--- src/rtl/alu_pkg.sv ---
`default_nettype none
// ============================================================================
//  Module      : alu_pkg (package)
//  Description : Shared definitions for the ALU request/response slice:
//                controller state encoding, default operand/select widths,
//                ALU opcode constants and a counter-width helper.
//  Revision    : 1.0 - initial release
// ============================================================================
package alu_pkg;

    localparam int c_def_width = 20;
    localparam int c_def_sel_w = 3;

    // Operation codes understood by the external combinational ALU
    localparam logic [2:0] c_op_add = 3'b001;
    localparam logic [2:0] c_op_sub = 3'b010;
    localparam logic [2:0] c_op_and = 3'b011;
    localparam logic [2:0] c_op_or  = 3'b100;
    localparam logic [2:0] c_op_xor = 3'b101;
    localparam logic [2:0] c_op_shl = 3'b110;
    localparam logic [2:0] c_op_shr = 3'b111;

    typedef enum logic [1:0] {
        ST_IDLE    = 2'd0,
        ST_SETTLE  = 2'd1,
        ST_CAPTURE = 2'd2,
        ST_RESP    = 2'd3
    } alu_state_t;

    // Width of a down-counter that is loaded with (settle - 1)
    function automatic int cnt_width(input int settle);
        return (settle > 1) ? $clog2(settle) : 1;
    endfunction

endpackage
`default_nettype wire

--- src/rtl/alu_cmd_fifo.sv ---
`default_nettype none
// ============================================================================
//  Module      : alu_cmd_fifo
//  Description : Synchronous command FIFO, DATA_W wide, DEPTH entries
//                (power of two, >= 2). Pointers carry one extra bit so that
//                full and empty are distinguished without a counter.
//  Ports       : clk, rst_n      - clock, async active-low reset
//                push, push_data - write request / data (ignored when full)
//                pop             - read request (ignored when empty)
//                pop_data        - head entry (valid when !empty)
//                full, empty     - occupancy flags
//  Revision    : 1.0 - initial release
// ============================================================================
module alu_cmd_fifo #(
    parameter int DATA_W = 43,
    parameter int DEPTH  = 4
) (
    input  logic              clk,
    input  logic              rst_n,
    input  logic              push,
    input  logic [DATA_W-1:0] push_data,
    input  logic              pop,
    output logic [DATA_W-1:0] pop_data,
    output logic              full,
    output logic              empty
);

    localparam int c_addr_w = $clog2(DEPTH);

    logic [c_addr_w:0]   r_wr_ptr;
    logic [c_addr_w:0]   r_rd_ptr;
    logic [DATA_W-1:0]   r_mem [DEPTH];
    logic                w_push_ok;
    logic                w_pop_ok;

    // A full FIFO refuses the push even if a pop happens in the same cycle,
    // so no entry is ever overwritten.
    assign w_push_ok = push & ~full;
    assign w_pop_ok  = pop & ~empty;

    assign empty = (r_wr_ptr == r_rd_ptr);
    assign full  = (r_wr_ptr[c_addr_w] != r_rd_ptr[c_addr_w]) &&
                   (r_wr_ptr[c_addr_w-1:0] == r_rd_ptr[c_addr_w-1:0]);

    assign pop_data = r_mem[r_rd_ptr[c_addr_w-1:0]];

    always_ff @(posedge clk or negedge rst_n) begin
        if (!rst_n) begin
            r_wr_ptr <= '0;
            r_rd_ptr <= '0;
        end else begin
            if (w_push_ok) begin
                r_wr_ptr <= r_wr_ptr + 1'b1;
            end
            if (w_pop_ok) begin
                r_rd_ptr <= r_rd_ptr + 1'b1;
            end
        end
    end

    // Storage needs no reset: contents are only observed through the pointers.
    always_ff @(posedge clk) begin
        if (w_push_ok) begin
            r_mem[r_wr_ptr[c_addr_w-1:0]] <= push_data;
        end
    end

endmodule
`default_nettype wire

--- src/rtl/alu_req_rsp.sv ---
`default_nettype none
// ============================================================================
//  Module      : alu_req_rsp
//  Description : Request/response wrapper around an external combinational
//                ALU. Commands are queued in a FIFO and issued one at a time:
//                operands are registered onto alu_a/alu_b/alu_sel, allowed to
//                settle for SETTLE cycles, and the result is captured into
//                rsp_data and held until the consumer accepts it.
//  Ports       : clk, rst_n                       - clock, async active-low reset
//                req_valid/req_ready, req_a/b/sel - command channel
//                alu_a/alu_b/alu_sel, alu_c       - external ALU interface
//                rsp_valid/rsp_ready, rsp_data    - response channel
//                rsp_zero                         - result-is-zero flag (only
//                                                   with the macro below)
//  Options     : `define ALU_REQ_RSP_ZERO_FLAG_EN adds the rsp_zero output.
//  Revision    : 1.0 - initial release
// ============================================================================
module alu_req_rsp
    import alu_pkg::*;
#(
    parameter int WIDTH  = c_def_width,
    parameter int SEL_W  = c_def_sel_w,
    parameter int DEPTH  = 4,
    parameter int SETTLE = 1
) (
    input  logic             clk,
    input  logic             rst_n,
    input  logic             req_valid,
    output logic             req_ready,
    input  logic [WIDTH-1:0] req_a,
    input  logic [WIDTH-1:0] req_b,
    input  logic [SEL_W-1:0] req_sel,
    output logic [WIDTH-1:0] alu_a,
    output logic [WIDTH-1:0] alu_b,
    output logic [SEL_W-1:0] alu_sel,
    input  logic [WIDTH-1:0] alu_c,
    output logic             rsp_valid,
    input  logic             rsp_ready,
`ifdef ALU_REQ_RSP_ZERO_FLAG_EN
    output logic             rsp_zero,
`endif
    output logic [WIDTH-1:0] rsp_data
);

    localparam int c_cmd_w = 2 * WIDTH + SEL_W;
    localparam int c_cnt_w = cnt_width(SETTLE);
    localparam logic [c_cnt_w-1:0] c_settle_init = c_cnt_w'(SETTLE - 1);

    alu_state_t         r_state;
    alu_state_t         w_state_nxt;

    logic               r_init_done;
    logic [c_cnt_w-1:0] r_cnt;
    logic [WIDTH-1:0]   r_alu_a;
    logic [WIDTH-1:0]   r_alu_b;
    logic [SEL_W-1:0]   r_alu_sel;
    logic [WIDTH-1:0]   r_rsp_data;
    logic               r_rsp_valid;

    logic               w_full;
    logic               w_empty;
    logic               w_push;
    logic               w_pop;
    logic               w_cnt_dec;
    logic               w_capture;
    logic               w_release;
    logic [c_cmd_w-1:0] w_push_data;
    logic [c_cmd_w-1:0] w_head;

    // ------------------------------------------------------------------
    // Command queue
    // ------------------------------------------------------------------
    // req_ready stays low during reset and rises on the first edge after
    // release, so a sender cannot push into a FIFO still held in reset.
    assign req_ready   = r_init_done & ~w_full;
    assign w_push      = req_valid & req_ready;
    assign w_push_data = {req_a, req_b, req_sel};

    alu_cmd_fifo #(
        .DATA_W (c_cmd_w),
        .DEPTH  (DEPTH)
    ) u_cmd_fifo (
        .clk       (clk),
        .rst_n     (rst_n),
        .push      (w_push),
        .push_data (w_push_data),
        .pop       (w_pop),
        .pop_data  (w_head),
        .full      (w_full),
        .empty     (w_empty)
    );

    always_ff @(posedge clk or negedge rst_n) begin
        if (!rst_n) begin
            r_init_done <= 1'b0;
        end else begin
            r_init_done <= 1'b1;
        end
    end

    // ------------------------------------------------------------------
    // Controller: state register
    // ------------------------------------------------------------------
    always_ff @(posedge clk or negedge rst_n) begin
        if (!rst_n) begin
            r_state <= ST_IDLE;
        end else begin
            r_state <= w_state_nxt;
        end
    end

    // ------------------------------------------------------------------
    // Controller: next state and datapath strobes
    // ------------------------------------------------------------------
    always_comb begin
        w_state_nxt = r_state;
        w_pop       = 1'b0;
        w_cnt_dec   = 1'b0;
        w_capture   = 1'b0;
        w_release   = 1'b0;
        case (r_state)
            ST_IDLE: begin
                if (!w_empty) begin
                    w_pop       = 1'b1;
                    w_state_nxt = ST_SETTLE;
                end
            end
            ST_SETTLE: begin
                if (r_cnt == '0) begin
                    w_state_nxt = ST_CAPTURE;
                end else begin
                    w_cnt_dec = 1'b1;
                end
            end
            ST_CAPTURE: begin
                w_capture   = 1'b1;
                w_state_nxt = ST_RESP;
            end
            ST_RESP: begin
                // rsp_valid is always high in this state
                if (rsp_ready) begin
                    w_release   = 1'b1;
                    w_state_nxt = ST_IDLE;
                end
            end
            default: begin
                w_state_nxt = ST_IDLE;
            end
        endcase
    end

    // ------------------------------------------------------------------
    // Datapath: ALU operand registers and settle counter
    // ------------------------------------------------------------------
    always_ff @(posedge clk or negedge rst_n) begin
        if (!rst_n) begin
            r_alu_a   <= '0;
            r_alu_b   <= '0;
            r_alu_sel <= '0;
            r_cnt     <= '0;
        end else begin
            if (w_pop) begin
                r_alu_a   <= w_head[c_cmd_w-1 -: WIDTH];
                r_alu_b   <= w_head[SEL_W +: WIDTH];
                r_alu_sel <= w_head[SEL_W-1:0];
                r_cnt     <= c_settle_init;
            end else if (w_cnt_dec) begin
                r_cnt     <= r_cnt - 1'b1;
            end
        end
    end

    // ------------------------------------------------------------------
    // Datapath: response registers
    // ------------------------------------------------------------------
    always_ff @(posedge clk or negedge rst_n) begin
        if (!rst_n) begin
            r_rsp_data  <= '0;
            r_rsp_valid <= 1'b0;
        end else begin
            if (w_capture) begin
                r_rsp_data  <= alu_c;
                r_rsp_valid <= 1'b1;
            end else if (w_release) begin
                r_rsp_valid <= 1'b0;
            end
        end
    end

`ifdef ALU_REQ_RSP_ZERO_FLAG_EN
    logic r_rsp_zero;

    // Captured on the same edge as rsp_data so the two always agree.
    always_ff @(posedge clk or negedge rst_n) begin
        if (!rst_n) begin
            r_rsp_zero <= 1'b0;
        end else if (w_capture) begin
            r_rsp_zero <= (alu_c == '0);
        end
    end

    assign rsp_zero = r_rsp_zero;
`endif

    assign alu_a     = r_alu_a;
    assign alu_b     = r_alu_b;
    assign alu_sel   = r_alu_sel;
    assign rsp_data  = r_rsp_data;
    assign rsp_valid = r_rsp_valid;

endmodule
`default_nettype wire

--- config.mk ---
export PLATFORM = sky130hd
export DESIGN_NAME = alu_req_rsp
export DESIGN_NICKNAME = d
export VERILOG_FILES = /design/src/rtl/alu_pkg.sv /design/src/rtl/alu_cmd_fifo.sv /design/src/rtl/alu_req_rsp.sv
export SDC_FILE = /design/constraint.sdc
export NUM_CORES = 1
export LEC_CHECK = 0
export ABC_AREA = 1
export CAP_MARGIN = 25
export CORE_MARGIN = 2
export CORE_UTILIZATION = 54
export DETAILED_ROUTE_END_ITERATION = 10
export PLACE_DENSITY = 0.88
export RECOVER_POWER = 50
export SYNTH_ARGS = -nofsm -noshare
export SYNTH_HDL_FRONTEND = slang
export SYNTH_SLANG_ARGS = --single-unit
--- constraint.sdc ---
create_clock -name clk -period 3.8 [get_ports clk]
set_input_delay 0.38 -clock clk [delete_from_list [all_inputs] [get_ports clk]]
set_output_delay 0.38 -clock clk [all_outputs]
set_load 0.01 [all_outputs]
; Word-level counts from Yosys, hierarchy flattened
; Memory sizes are Yosys's and may differ from the RTL's. A register that Yosys moved wholly into a read port is not among the register bits.
; Cells that the tools add are included.
[word_totals]
input_bits = 67
regBits = 31
out_inout_bits = 65
n_memories = 1
ram_bits = 172
[op_classes]
n_reduce_logical = 6
n_bitwise = 6
eq_ne = 9
addsub = 3
mux = 17
[mem_list]
columns = memory, depth, width, rd, rd_clocked_by_memory_dff, wr, line_no
row1 = u_cmd_fifo.r_mem, 4, 43, 1, 1, 1, alu_cmd_fifo.sv:32  ; logic [DATA_W-1:0] r_mem [DEPTH];
[ops]
columns = cell, n
row1 = 1-bit two-way mux, 13
row2 = 2-bit case mux with 4 select lines, 1
row3 = 3-bit by 1-bit adder with 3-bit output (second input constant), 2
row4 = 2-bit two-way mux, 3
row5 = 2-bit != test (second input constant), 3
row6 = 1-bit AND, 4
row7 = 2-bit == test (second input constant), 2
row8 = 2-bit nonzero test, 2
row9 = 3-bit == test, 1
row10 = 3-bit AND reduction, 1
row11 = 2-bit by 1-bit == test with 1-bit output (second input constant), 1
row12 = 2-bit == test, 1
row13 = 2-bit logical NOT, 1
row14 = 1-bit inverter, 2
row15 = 1-bit logical AND, 1
row16 = 1-bit logical NOT, 1
row17 = 1-bit != test, 1
row18 = 1-bit subtractor (second input constant), 1

; Depth between registers and ports, before layout
; Gate-level depths: netlist of run 1.
[depth]
word_depth = 8
mapped_depth = 10
ltp_nobuf = 8

; Modules after synthesis
; Synthesis of run 1 repeated with hierarchy kept, for this count alone.
[hier_totals]
hier_cells = 780
area_unflattened_um2 = 9506.6
[modules_own_cells]
columns = mod, seq_area_each_um2, instances, area_per_inst_um2, cells_each
row1 = alu_cmd_fifo, 5315.1, 1, 6845.3, 477
row2 = alu_req_rsp, 1701.6, 1, 2661.3, 303

; Least setup slack after synthesis of run 1
; No wires, ideal clock.
[synth_path]
kind = reg-to-reg
start = reg u_cmd_fifo.r_rd_ptr[0]
end = mem u_cmd_fifo.r_mem[0][0], enable pin
period_less_slack_ns = 3.265
arrival_ns = 2.822
slack_ns = 0.535
t_required_ns = 3.356
n_path_buf = 1
path_stages_with_launch = 6
cell_sequence = dfrtp_1 -> buf_6 -> xnor2_2 -> nand3_1 -> nand3_1 -> nor2_1
[synth_via]
elab_chain_cells = 8
[synth_rtl]
columns = item, line_no
row1 = "start, declared", alu_cmd_fifo.sv:31  ; logic [c_addr_w:0] r_rd_ptr;
row2 = "start signal, assigned", alu_cmd_fifo.sv:56  ; r_rd_ptr <= r_rd_ptr + 1'b1;
row3 = 2-bit == test (*), alu_cmd_fifo.sv:43  ; (r_wr_ptr[c_addr_w-1:0] == r_rd_ptr[c_addr_w-1:0]);
row4 = 1-bit logical AND (*), alu_cmd_fifo.sv:42  ; assign full = (r_wr_ptr[c_addr_w] != r_rd_ptr[c_addr_w]) &&
row5 = 1-bit inverter (*), "alu_cmd_fifo.sv:38, alu_req_rsp.sv:75"
row6 = 1-bit AND, alu_req_rsp.sv:75  ; assign req_ready = r_init_done & ~w_full;
row7 = 1-bit AND, alu_req_rsp.sv:76  ; assign w_push = req_valid & req_ready;
row8 = 1-bit AND (*), alu_cmd_fifo.sv:38  ; assign w_push_ok = push & ~full;
row9 = 1-bit two-way mux (*), alu_cmd_fifo.sv:63  ; if (w_push_ok) begin
row10 = 1-bit two-way mux (not written as such) (*), alu_cmd_fifo.sv:64  ; r_mem[r_wr_ptr[c_addr_w-1:0]] <= push_data;
row11 = "end, declared", alu_cmd_fifo.sv:32
; Every way passes the cells marked *; elsewhere a longest branch is shown, timed or not.

; Final worst setup path of run 1
[layout_path]
start = reg u_cmd_fifo.r_rd_ptr[1]
end = out req_ready
[layout_via]
elab_chain_cells = 4
[layout_rtl]
columns = item, line_no
row1 = 2-bit == test, alu_cmd_fifo.sv:43
row2 = 1-bit logical AND, alu_cmd_fifo.sv:42
row3 = 1-bit inverter, alu_req_rsp.sv:75
row4 = 1-bit AND, alu_req_rsp.sv:75
row5 = "end, declared", alu_req_rsp.sv:29  ; output logic req_ready,
; No other way between the ends.

==> summary.md, run 1 <==
| Metric | Value |
|---|---|
| Final number of setup-violating endpoints | 0 |
| Leakage | 4.605 nW |
| Total congestion overflow | 0 |
| Final Core Density | 68.07% |
| Hold Path Class | in -> reg |
| H-tree levels | 1 |
| Dpl cells | 1096 |
| Most frequent cells in the layout | nand2_1 (220), edfxtp_1 (172), nor2_1 (87), o21ai_0 (87), dlygate4sd3_1 (75) |
| Clock root cell | clkbuf_16 |
| Run status | complete, no violations |
| Final setup TNS | 0 ps |
| Number of port buffers | 131 |
| Diodes inserted | 0 |
| Layout area overhead | 24.17% |
| Flops & latches, synth | 246 |
| CP Data Arrival Time | 2540 ps |
| Finished Layout Cells | 1140 |
| CP Class | reg -> out |
| Core ar. | 0.01718 mm^2 |
| Hpwl dp | 11500 um |
| Hold Slack | 412.2 ps |
| Transition time of the tightest slew-check pin | 1430 ps |
| Detail-routed via count per cell | 5.482 |
| Clk sink count | 246 |
| Fin crit share | 76.88% |
| Hold Vio Cnt, Final | 0 |
| Final worst setup slack | 878.7 ps |
| Setup Skew | 11.94 ps |
| Die height | 136.0 um |
| Max Fclk | 342.3 MHz |
| DR pass1 iterations | 5 |
| Syn_nets | 847 |
| I/O pin cnt | 132 |
| Antenna violations before repair | 0 |
| Cells after Synth | 771 |
| Routed Antenna Nets | 0 |
| Slew margin rel. | 4.678% |
| CTS clk-pin slew, worst paths | 70 ps |
| Postcts setup bufs | 0 |
| Unrepaired setup endpoints after global routing | false |
| Minimum clock period | 2921 ps |
| Commonest non-fill, non-tap cell in the layout | nand2_1 |
| Vias in the first global route | 6185 |
| Pwr Total | 9.280 mW |
| DR WL/cell | 17.66 um |
| WP data required | 3420 ps |
| Mapped Avg Cell Area | 12.21 um^2 |
| Vias | 6250 |
| Cell area after layout | 0.01169 mm^2 |
| # DRC | 0 |
| Ys Warns | 0 |
| Clock Path Buffers | 3 |
| Core Rows | 48 |
| Die width | 136.0 um |
| Full die area | 0.01851 mm^2 |
| All-Layer GR Usage | 21.63% |
| WL final | 20140 um |
| Critical path fanouts, max | 44 |
| Seq/Total Area, Yosys | 74.52% |
| Area after DPL | 0.01089 mm^2 |
| Latest clock arrival within the worst-skew pair | 510 ps |
| Worst slack, placed | 1013 ps |
| Mapped Area | 0.009415 mm^2 |
| First-pass GRT wire length | 30870 um |
| Largest net degree at the start of global routing | 90 |
| Max rail drop VDD | 0.4773 mV |
| Final Wtd Congestion | 0.8406 |
| Share of cells above drive strength 1 | 6.885% |
| Slew Limit Fails | 0 |
| Setup crit end kind | output port |
| CTS Hold Bufs | 0 |
| PD cells | 793.8 mW/mm^2 |
| TritonCTS clock tree | yes |
| Max-cap violations | 0 |
| # resized after CTS | 0 |
| 1st-iter DRT viols | 602 |
| NumNets Final | 975 |
| Crit path launch type | register |
| Cts bufs inserted | 23 |
| Initial Utilization | 54.81% |
| Yosys cell types | 24 |
==> power breakdown <==
group / leakage, nW / switching [mW] / total (mW) / internal [mW]
combinational: 1.76 / 1.98 / 3.21 / 1.23
sequential: 2.47 / 0.286 / 3.77 / 3.48
clock: 0.370 / 0.960 / 2.30 / 1.34
total: 4.60 / 3.23 / 9.28 / 6.05
==> final timing paths <==
check                                             from  cells past startpoint  slack (ps)                 endpoint
worst max-delay path            u_cmd_fifo.r_rd_ptr[1]                      7         880                req_ready
worst min-delay path                         alu_c[17]                      3         410             rsp_data[17]
worst max register to register  u_cmd_fifo.r_rd_ptr[1]                      7         940  u_cmd_fifo.r_mem[0][26]
worst min register to register             rsp_data[4]                      2         460              rsp_data[4]
max in group asynchronous                        rst_n                      3        1000   u_cmd_fifo.r_rd_ptr[0]
min in group asynchronous                        rst_n                      2         740             rsp_data[17]
==> routing by layer <==
metal | vias up | routed length, um | track usage, %
met5 | - | 0 | 0
met2 | 302 | 10190 | 38.33
met4 | 0 | 469 | 8.565
met3 | 42 | 1733 | 4.139
met1 | 2999 | 7737 | 26.13
li1 | 2907 | - | -
==> layout make-up <==
class,count,area [um^2]
clock buffer,25,593.1
clock inverter,16,175.2
fill,1152,5485
inverter,17,66.31
multi-input combinational,467,2128
sequential,246,7019
tap,225,281.5
timing repair buffer,144,1428
==> registers in the layout, indices dropped and copies added (netlist names) <==
register             flops
alu_a                   20
alu_b                   20
alu_sel                  3
r_cnt                    1
r_init_done              1
r_state                  2
rsp_data                20
rsp_valid                1
u_cmd_fifo.r_mem       172
u_cmd_fifo.r_rd_ptr      3
u_cmd_fifo.r_wr_ptr      3
==> critical path: stages (launching register included) <==
cell and delay [ps]:
dfrtp_2 530, inv_4 400, nand2_1 130, nand2_2 120, nand3_1 160, nand2_1 130
inv_1 40, clkdlybuf4s50_1 520
==> cell families after synthesis <==
kind of cell             synth area share [%]
AO/OA/AOI/OAI                           7.562
XOR/XNOR                               0.3589
adder cells (fa/ha/maj)                 1.196
buffers and inverters                   3.189
flip-flops                              74.52
other                                 0.03983
AND/OR/NAND/NOR                         13.13
==> cells in the mapped netlist <==
| cell type | count | area share [%] |
|---|---|---|
| nand2_1 | 220 | 8.8 |
| edfxtp_1 | 172 | 55 |
| nor2_1 | 91 | 3.6 |
| o21ai_0 | 87 | 4.6 |
| dfrtp_1 | 74 | 20 |
| o22ai_1 | 43 | 2.9 |
| clkbuf_1 | 20 | 0.80 |
| inv_1 | 14 | 0.56 |
| ha_1 | 9 | 1.2 |
| buf_2 | 7 | 0.37 |
| buf_4 | 7 | 0.56 |
| buf_6 | 6 | 0.72 |
| nand3_1 | 5 | 0.27 |
| nand4_1 | 4 | 0.27 |
| inv_2 | 2 | 0.080 |
| nand2_2 | 2 | 0.13 |
| a22oi_1 | 1 | 0.080 |
| buf_1 | 1 | 0.040 |
| conb_1 | 1 | 0.040 |
| inv_4 | 1 | 0.066 |
| or2_2 | 1 | 0.066 |
| xnor2_1 | 1 | 0.093 |
| xnor2_2 | 1 | 0.17 |
| xor2_1 | 1 | 0.093 |
(Power assumes the default switching activity.)
==> run 2: changes to the inputs <==
Clock period 3.8 ns to 3 ns, I/O delays scaled along.
==> run 2 against run 1 <==
  * The run now ends with max-capacitance violations, max-slew violations left
  * Count of clock-buffer cells in the layout up 3
  * Sequential power up 27%
  * Sequential share of layout area down 0.44 points
  * Cell count up 0.18%
  * Combinational power up 28%
  * Routed wire length up 4.5%
  * Die area unchanged
  * Largest power group unchanged
  * Highest routed layer is now met5
==> summary.md, run 2 (synthesis results as in run 1) <==
| Metric | Value |
|---|---|
| Unrepaired setup endpoints after global routing | false |
| Slew margin rel. | -20.94% (-26 points) |
| Core Rows | 48 (unchanged) |
| Critical path fanouts, max | 32 (-27%) |
| Reg power frac | 39.7% (-0.9 points) |
| Hold Path Class | in -> async |
| CP Data Arrival Time | 2620 ps (+80 ps) |
| Max rail drop VDD | 0.8425 mV (+76%) |
| DR pass1 iterations | 5 (unchanged) |
| PD cells | 1019 mW/mm^2 (+28%) |
| Die height | 136.0 um (unchanged) |
| Crit path launch type | register |
| Minimum clock period | 2431 ps |
| CP Class | reg -> reg |
| Latest clock arrival within the worst-skew pair | 500 ps (about the same) |
| Share of cells above drive strength 1 | 6.769% (-0.12 points) |
| I/O pin cnt | 132 (unchanged) |
| Reg2Reg Depth | 7 (unchanged) |
| # DRC | 0 (unchanged) |
| Cts bufs inserted | 24 (+4.3%) |
| Final setup TNS | 0 ps (unchanged) |
| Largest net degree at the start of global routing | 89 (-1.1%) |
| Worst reg2reg startpoint | u_cmd_fifo.r_wr_ptr[1] |
| Final number of setup-violating endpoints | 0 (unchanged) |
| Crit path largest cell delay | 540 ps (about the same) |
| Full die area | 0.01851 mm^2 (unchanged) |
| Clock root cell | clkbuf_16 |
| Max reg flops | 172 (unchanged) |
| Die width | 136.0 um (unchanged) |
| DR WL/cell | 18.42 um (+4.3%) |
| Most frequent cells in the layout | nand2_1 (220), edfxtp_1 (172), nor2_1 (87), o21ai_0 (87), dlygate4sd3_1 (75) |
| Run status | finished with violations |
| WP data required | 3190 ps (-230 ps) |
| Core ar. | 0.01718 mm^2 (unchanged) |
| Number of port buffers | 131 (unchanged) |
| H-tree levels | 1 (unchanged) |
| Initial Utilization | 54.81% (unchanged) |
| Detail-routed via count per cell | 5.538 (+1.0%) |
| Slew Limit Fails | 71 (+71) |
| Max Fclk | 411.4 MHz |
| Setup Skew | 6.759 ps (-5.181 ps) |
| Fin crit share | 81.03% |
| Final Wtd Congestion | 0.8186 (-2.6%) |
| CTS clk-pin slew, worst paths | 60 ps (about the same) |
| Sw Ratio | 34.41% (-0.37 points) |
| Cell-internal power | 7.868 mW (+30%) |
| Postcts setup bufs | 0 (unchanged) |
| First-pass GRT wire length | 32890 um (+6.6%) |
| Antenna violations before repair | 1 (+1) |
| Total congestion overflow | 0 (unchanged) |
| TritonCTS clock tree | yes |
| Most numerous cell on the critical path | nand3_1 |
| NumNets Final | 974 (-0.10%) |
| Clk sink count | 246 (unchanged) |
| Register-to-register setup slack | 570 ps (-370 ps) |
| All-Layer GR Usage | 22.91% (+1.3 points) |
| Final Core Density | 68.57% (+0.50 points) |
| Routed Antenna Nets | 0 (unchanged) |
| Transition time of the tightest slew-check pin | 1814 ps (+384.2 ps) |
| Switching power | 4.128 mW (+28%) |
| Clock Path Buffers | 3 (unchanged) |
| Layout area overhead | 25.09% |
| Vias | 6324 (+1.2%) |
| Setup crit end kind | register |
| Hold Vio Cnt, Final | 0 (unchanged) |
| 1st-iter DRT viols | 561 (-6.8%) |
| Crit path cell chain | inv_1 -> nand2_1 -> nand2_2 -> nand3_1 -> nand3_1 -> nor2_4 -> buf_12 |
| Max-cap violations | 1 (+1) |
| WL final | 21030 um (+4.5%) |
| Clk network pwr share | 26.0% (+1.2 points) |
| Cell area after layout | 0.01178 mm^2 (+0.74%) |
| Vias in the first global route | 6514 (+5.3%) |
| Reg-to-reg endpoint | u_cmd_fifo.r_mem[3][11] |
| Hold Slack | 168.6 ps (-243.6 ps) |
| Area after DPL | 0.01093 mm^2 (+0.39%) |
| Hpwl dp | 12050 um (+4.8%) |
| Commonest non-fill, non-tap cell in the layout | nand2_1 |
| Pwr Total | 12.00 mW (+29%) |
| Slowest stage cell, crit path | nor2_4 |
| Comb pwr share | 34.2% (-0.4 points) |
| Failing checks | max-capacitance violations, max-slew violations |
| Leakage | 4.643 nW (+0.84%) |
run 2: cell types whose count changed in the layout (fill, tap and decap cells not counted):
cell / delta
bufinv_16: +1
clkinv_4: -3
diode_2: +1
buf_4: -5
clkbuf_16: +2
clkinv_2: +3
clkbuf_1: +1
clkinv_1: +1
buf_12: +3
clkinvlp_4: -2
run 2: cell type report:
cell class | instances | area, um^2
clock inverters | 16 | 182.7
fillers | 1144 | 5399
repair buffers | 142 | 1450
inverters | 17 | 66.31
flip-flops and latches | 246 | 7019
clock buffers | 28 | 646.9
diodes | 1 | 2.502
well taps | 225 | 281.5
multi-input cells | 467 | 2128
run 2: timing repair:
| item | 4_1_cts | 5_1_grt |
|---|---|---|
| hold buffers | 1 | 0 |
| hold endpoints to repair | 27 | 0 |
| endpoints found under the setup margin | 0 | 0 |
| resized for setup | 0 | 0 |
run 2: through the flow:
stage                     instances  setup slack, ps
after CTS                      1140            589.1
after detailed placement       1095            601.3
after floorplan                 771           -265.2
after global placement         1095            709.3
after global routing           1141            204.7
final                          1142            569.2
run 2: worst max-delay path, delay by kind of cell, from the launching register on:
family,cells,cell delay [ps]
buffers and inverters,2,380
flip-flops,1,420
AND/OR/NAND/NOR,5,1290
run 2: worst max path at each step:
| stage | from | slack [ps] | depth (start not counted) | endpoint |
|---|---|---|---|---|
| 6_report | u_cmd_fifo.r_wr_ptr[1] | 570 | 7 | u_cmd_fifo.r_mem[3][11] |
| 5_1_grt | rst_n | 200 | 3 | u_cmd_fifo.r_rd_ptr[1] |
| 4_1_cts | u_cmd_fifo.r_wr_ptr[1] | 590 | 7 | u_cmd_fifo.r_mem[3][11] |
| 3_5_place_dp | req_valid | 600 | 4 | u_cmd_fifo.r_mem[3][12] |
| 3_3_place_gp | req_valid | 710 | 4 | u_cmd_fifo.r_mem[0][16] |
| 2_1_floorplan | u_cmd_fifo.r_rd_ptr[0] | -270 | 5 | u_cmd_fifo.r_mem[0][0] |
run 2: power by group through the flow:
stage	registers (mW)	logic, mW	clock network (mW)
floorplan	4.98	2.34	0
global placement	4.79	3.97	0
detailed placement	4.83	4.12	0
CTS	4.77	4.20	3.15
global route	4.84	4.56	3.29
finish	4.77	4.11	3.12
run 2: per-layer routing:
| metal | wire, um | up-vias | share of wire [%] | global-route usage (%) |
|---|---|---|---|---|
| met1 | 8385 | 3063 | 40 | 28.56 |
| li1 | - | 2905 | - | - |
| met2 | 10640 | 319 | 51 | 40.68 |
| met5 | 13 | - | 0.062 | 0 |
| met4 | 359 | 2 | 1.7 | 7.465 |
| met3 | 1635 | 35 | 7.8 | 4.064 |
